File: config.mk
export PLATFORM = sky130hd
export DESIGN_NAME = wb_port_arbiter
export DESIGN_NICKNAME = d
export VERILOG_FILES = /design/src/rtl/wb_port_arbiter.sv
export SDC_FILE = /design/constraint.sdc
export NUM_CORES = 1
export LEC_CHECK = 0
export CORE_UTILIZATION = 38
export CTS_BUF_LIST = sky130_fd_sc_hd__clkbuf_8 sky130_fd_sc_hd__clkbuf_16
export DETAILED_ROUTE_END_ITERATION = 10
export PLACE_DENSITY = 0.59
export SYNTH_ARGS = -nofsm -noshare
export SYNTH_HDL_FRONTEND = slang
export SYNTH_SLANG_ARGS = --single-unit
File: constraint.sdc
create_clock -name clk -period 5.4 [get_ports clk]
set_input_delay 1.08 -clock clk [delete_from_list [all_inputs] [get_ports clk]]
set_output_delay 1.08 -clock clk [all_outputs]
set_load 0.03 [all_outputs]
File: src/rtl/wb_port_arbiter.sv
// wb_port_arbiter: drives the register file's single write port from two
// result streams. ALU results go straight to the registered write slot.
// Load results are queued in a small FIFO and drained when the ALU is idle,
// or forcibly when the FIFO is full. ld_busy tells decode which registers
// still have a queued load write pending.
//
// Optional feature macro: WB_BYPASS_EN. When defined, a load that arrives
// while the FIFO is empty and the ALU is idle skips the FIFO and lands in
// the write slot directly (latency 1).
module wb_port_arbiter #(
  parameter int LD_DEPTH = 4,
  parameter int DW       = 32,
  parameter int AW       = 5
) (
  input  logic                        clk,
  input  logic                        reset,
  input  logic                        alu_valid,
  output logic                        alu_ready,
  input  logic [AW-1:0]               alu_rd,
  input  logic [DW-1:0]               alu_data,
  input  logic                        ld_valid,
  output logic                        ld_ready,
  input  logic [AW-1:0]               ld_rd,
  input  logic [DW-1:0]               ld_data,
  output logic                        rf_we,
  output logic [AW-1:0]               rf_addr,
  output logic [DW-1:0]               rf_wdata,
  output logic [(1<<AW)-1:0]          ld_busy,
  output logic [$clog2(LD_DEPTH):0]   ld_count
);

  localparam int PW = $clog2(LD_DEPTH);
  localparam logic [PW:0] FULL_COUNT = (PW+1)'(LD_DEPTH);

  // Load FIFO storage; pointers carry one extra bit so full and empty differ.
  logic [AW-1:0] fifo_rd   [LD_DEPTH];
  logic [DW-1:0] fifo_data [LD_DEPTH];
  logic [PW:0]   wr_ptr;
  logic [PW:0]   rd_ptr;

  logic          full;
  logic          empty;
  logic          pop;
  logic          push;
  logic          bypass;
  logic [AW-1:0] head_rd;
  logic [DW-1:0] head_data;

  assign ld_count  = wr_ptr - rd_ptr;
  assign full      = (ld_count == FULL_COUNT);
  assign empty     = (ld_count == '0);

  // A full FIFO takes priority over the ALU so loads can never starve;
  // otherwise the FIFO only drains in cycles the ALU leaves free.
  assign pop       = !empty && (full || !alu_valid);
  assign alu_ready = !full;
  assign ld_ready  = !full || pop;

`ifdef WB_BYPASS_EN
  assign bypass    = ld_valid && !alu_valid && empty;
`else
  assign bypass    = 1'b0;
`endif

  assign push      = ld_valid && ld_ready && !bypass;
  assign head_rd   = fifo_rd[rd_ptr[PW-1:0]];
  assign head_data = fifo_data[rd_ptr[PW-1:0]];

  // Capture accepted loads at the tail; contents need no reset since
  // occupancy is tracked by the pointers alone.
  always_ff @(posedge clk) begin
    if (push) begin
      fifo_rd[wr_ptr[PW-1:0]]   <= ld_rd;
      fifo_data[wr_ptr[PW-1:0]] <= ld_data;
    end
  end

  // Advance the FIFO pointers; reset discards every queued load.
  always_ff @(posedge clk) begin
    if (reset) begin
      wr_ptr <= '0;
      rd_ptr <= '0;
    end else begin
      if (push) begin
        wr_ptr <= wr_ptr + 1'b1;
      end
      if (pop) begin
        rd_ptr <= rd_ptr + 1'b1;
      end
    end
  end

  // Load the registered write slot from whichever source wins this cycle;
  // writes to register 0 complete the handshake but never assert rf_we.
  always_ff @(posedge clk) begin
    if (reset) begin
      rf_we    <= 1'b0;
      rf_addr  <= '0;
      rf_wdata <= '0;
    end else if (pop) begin
      rf_we    <= (head_rd != '0);
      rf_addr  <= head_rd;
      rf_wdata <= head_data;
    end else if (alu_valid) begin
      rf_we    <= (alu_rd != '0);
      rf_addr  <= alu_rd;
      rf_wdata <= alu_data;
    end else if (bypass) begin
      rf_we    <= (ld_rd != '0);
      rf_addr  <= ld_rd;
      rf_wdata <= ld_data;
    end else begin
      rf_we    <= 1'b0;
    end
  end

  // Mark every register targeted by a live FIFO entry so decode can stall.
  always_comb begin
    ld_busy = '0;
    for (int i = 0; i < LD_DEPTH; i++) begin
      if (({1'b0, PW'(i) - rd_ptr[PW-1:0]} < ld_count) && (fifo_rd[i] != '0)) begin
        ld_busy[fifo_rd[i]] = 1'b1;
      end
    end
  end

endmodule
==> impl_results.md <==
- Final worst slack: 0.428 ns
- Commonest cells in the netlist: edfxtp_1, nand3_1, dfxtp_1, nor2_1, mux2i_1
- H-Tree Depth: 4
- Sw power: 0.00204 W
- Initial antenna violation count: 1
- Fin crit period: 4.97 ns
- Setup TNS: 0 ns
- Clk slew on worst S/H paths: 0.07 ns
- CP Data Arrival Time: 3.89 ns
- Actual slew at the worst max-slew pin: 1.10 ns
- Clock tree buffer depth: 2
- Cell family with most CP delay: adder cells
- PwrDens: 477 nW/um2
- Max VDD drop: 0.377 mV
- Synth Warn #: 0
- FP Rows: 55
- Hold buffers post-CTS: 0
- DRT Pass-1 Iters: 5
- Sw Ratio: 38.3%
- GRT overflow: 0
- # Post-CTS Setup Buffers: 0
- Top cells by area, synth: edfxtp_1, dfxtp_1, mux4_2, nand3_1, mux2i_1
- Placer Congestion: 0.846
- CP endpoint kind: primary output
- Worst Hold Class: reg -> reg
- Vias in the first global route: 6449
- Max-Cap Viols: 0
- Combinational share of power: 40.4%
- WS Path Type: reg -> out
- Clock latency on the worst-skew pair: 0.43 ns
- DP Worst Slack: 0.895 ns
- Die Wd: 154 um
- Gr usage total: 20.6%
- Clk sinks: 194
- Largest net degree at the start of global routing: 47
- Post-synth top flop: edfxtp_1
- Dpl hpwl: 15.3 mm
- TritonCTS clock tree: yes
- Yosys top cell area share: 50.3%
- Layout area overhead: 26.1%
- Syn_nets: 747
- Netlist cell types: 44
- Status: complete, no violations
- Count leader, synth: edfxtp_1
- Final Hold Fails: 0
- Core box area: 22700 um2
- Flops & latches, synth: 194
- Rel. slew slack: 27.0%
- Clock Tree Root: clkbuf_16
- Crit path largest cell delay: 0.67 ns
- WP buf/inv: 4
- Via count: 6168
- Post-Syn Area per Cell: 13.5 um2
- Max Clock Skew: 0.0106 ns
- Reg power frac: 36.2%
- Drt wl/cell: 21.8 um
- WHS: 0.504 ns
- Die Y-Extent: 154 um
- Avg Vias per Cell: 5.69
- Tcrit/Tclk final: 92.1%
- ANT nets after route: 0
- # resized after CTS: 0
- Leakage: 3.79 nW
- Fin nets: 877
- # setup viols final: 0
- Ys async rst share: 0%
- Max Slew Vio Count: 0
- Final wirelength: 23.6 mm
- Layout cells sized above 1: 10.5%
- Worst path slowest cell: clkdlybuf4s50_1
- Mapped cell area: 8830 um2
- Starting Density: 38.9%
- Num CTS Buffers: 17
- CP required: 4.32 ns
- CP cell instances: inv_1, ha_1, inv_1, fa_1, inv_1, ha_1, o21bai_1, a211oi_2, a32oi_1, nand3_1, clkdlybuf4s50_1
- RSZ-0062 raised after global routing: false
- First-pass GRT wire length: 37.0 mm
- Leading area contributor after synthesis: edfxtp_1
- Crit Path Max Fanout: 7
- Critical path startpoint category: flip-flop
- Int Power: 0.00328 W
- Port-buffer cells: 150
- Die area: 23800 um2
- Part of the power in the clock network: 23.4%
- Sequential element share of the synthesized area: 60.8%
- Most frequent CP cell: inv_1
- N_diodes: 0
- Filler cells: 2003
- DRC Markers: 0
- Cells after synthesis: 656
- Post-synth EDFFs: 148
- F_max: 0.201 GHz
- Initial DRC Count: 411
- # IOs: 153
state kept, by name (all words and copies together) (netlist names), named ones only:
| register | flops |
|---|---|
| fifo_data | 128 |
| fifo_rd | 20 |
| rd_ptr | 3 |
| rf_addr | 5 |
| rf_wdata | 32 |
| rf_we | 1 |
| wr_ptr | 3 |
layer usage:
layer	track usage, %	share of wire, %	vias up
met5	0	0.055	-
li1	-	-	2803
met2	34.4	49	240
met4	7.31	1.9	2
met1	26.4	43	3083
met3	4.37	5.9	40
path summary, 6_finish.rpt:
kind | startpoint | end | slack (ns) | cells past startpoint
setup / recovery | wr_ptr[0] | ld_busy[16] | 0.43 | 11
hold / removal | rd_ptr[2] | rd_ptr[2] | 0.50 | 2
setup reg to reg | wr_ptr[0] | rf_wdata[22] | 1.92 | 9
hold reg to reg | rd_ptr[2] | rd_ptr[2] | 0.50 | 2
through the flow:
| stage | util (%) | cell area, um2 | cells | total power [W] |
|---|---|---|---|---|
| 3_3_place_gp | 46.4 | 10500 | 1052 | 0.00407 |
| 3_5_place_dp | 46.4 | 10500 | 1052 | 0.00410 |
| 2_1_floorplan | - | 8830 | 656 | 0.00332 |
| 5_1_grt | 49.0 | 11100 | 1084 | 0.00557 |
| 4_1_cts | 49.0 | 11100 | 1084 | 0.00535 |
| 6_report | 49.0 | 11100 | 1084 | 0.00532 |
kinds of logic (layout without fill, tap and decap cells):
kind of cell             Yosys count  count (layout)  share of synthesized area [%]
XOR/XNOR                           4               4                          0.567
buffers and inverters             60             203                           2.92
adder cells (fa/ha/maj)           13              13                           1.93
AND/OR/NAND/NOR                  238             238                           13.8
other                              2               2                         0.0851
flip-flops                       194             194                           60.8
AO/OA/AOI/OAI                     70              70                           5.95
multiplexers                      75              75                           13.9
area by class of cell:
type	count	area, um2	share of cell area [%]
clock inverters	15	169	1.52
repair buffers	159	1560	14.0
clock buffers	17	425	3.82
flip-flops and latches	194	5370	48.2
well taps	285	357	3.20
inverters	12	45.0	0.405
multi-input cells	402	3210	28.8
power by group through the flow:
stage          clock [W]  combinational [W]  sequential [W]
2_1_floorplan          0            0.00120         0.00212
3_3_place_gp           0            0.00212         0.00195
3_5_place_dp           0            0.00214         0.00196
4_1_cts          0.00127            0.00215         0.00193
5_1_grt          0.00133            0.00229         0.00195
6_report         0.00124            0.00215         0.00192
placed cells by master, fill, tap and decap left out, types with 4 or more instances in the layout:
cell type / netlist / final
mux4_2: 33 / 33
mux2i_1: 37 / 37
a21oi_1: 6 / 6
buf_4: 3 / 9
a32oi_1: 12 / 12
nor2_1: 46 / 46
mux4_1: 4 / 4
nand4_1: 19 / 19
nand3_1: 87 / 87
nor3b_1: 13 / 13
clkbuf_16: 0 / 17
a211oi_1: 31 / 31
o21ai_1: 5 / 5
and2_2: 0 / 4
clkdlybuf4s50_1: 0 / 148
ha_1: 12 / 12
inv_6: 0 / 5
nor2b_1: 15 / 15
o2bb2ai_1: 6 / 6
inv_1: 12 / 13
and3_1: 4 / 4
dfxtp_1: 46 / 44
edfxtp_1: 148 / 148
nand2_1: 29 / 29
and3b_1: 6 / 6
tightest hold or removal path, cell delays in order (launching register included):
cell,delay (ns)
dfxtp_1,0.33
o21ai_1,0.07
a21oi_1,0.06
No activity file was read; power rests on OpenSTA's default activity.
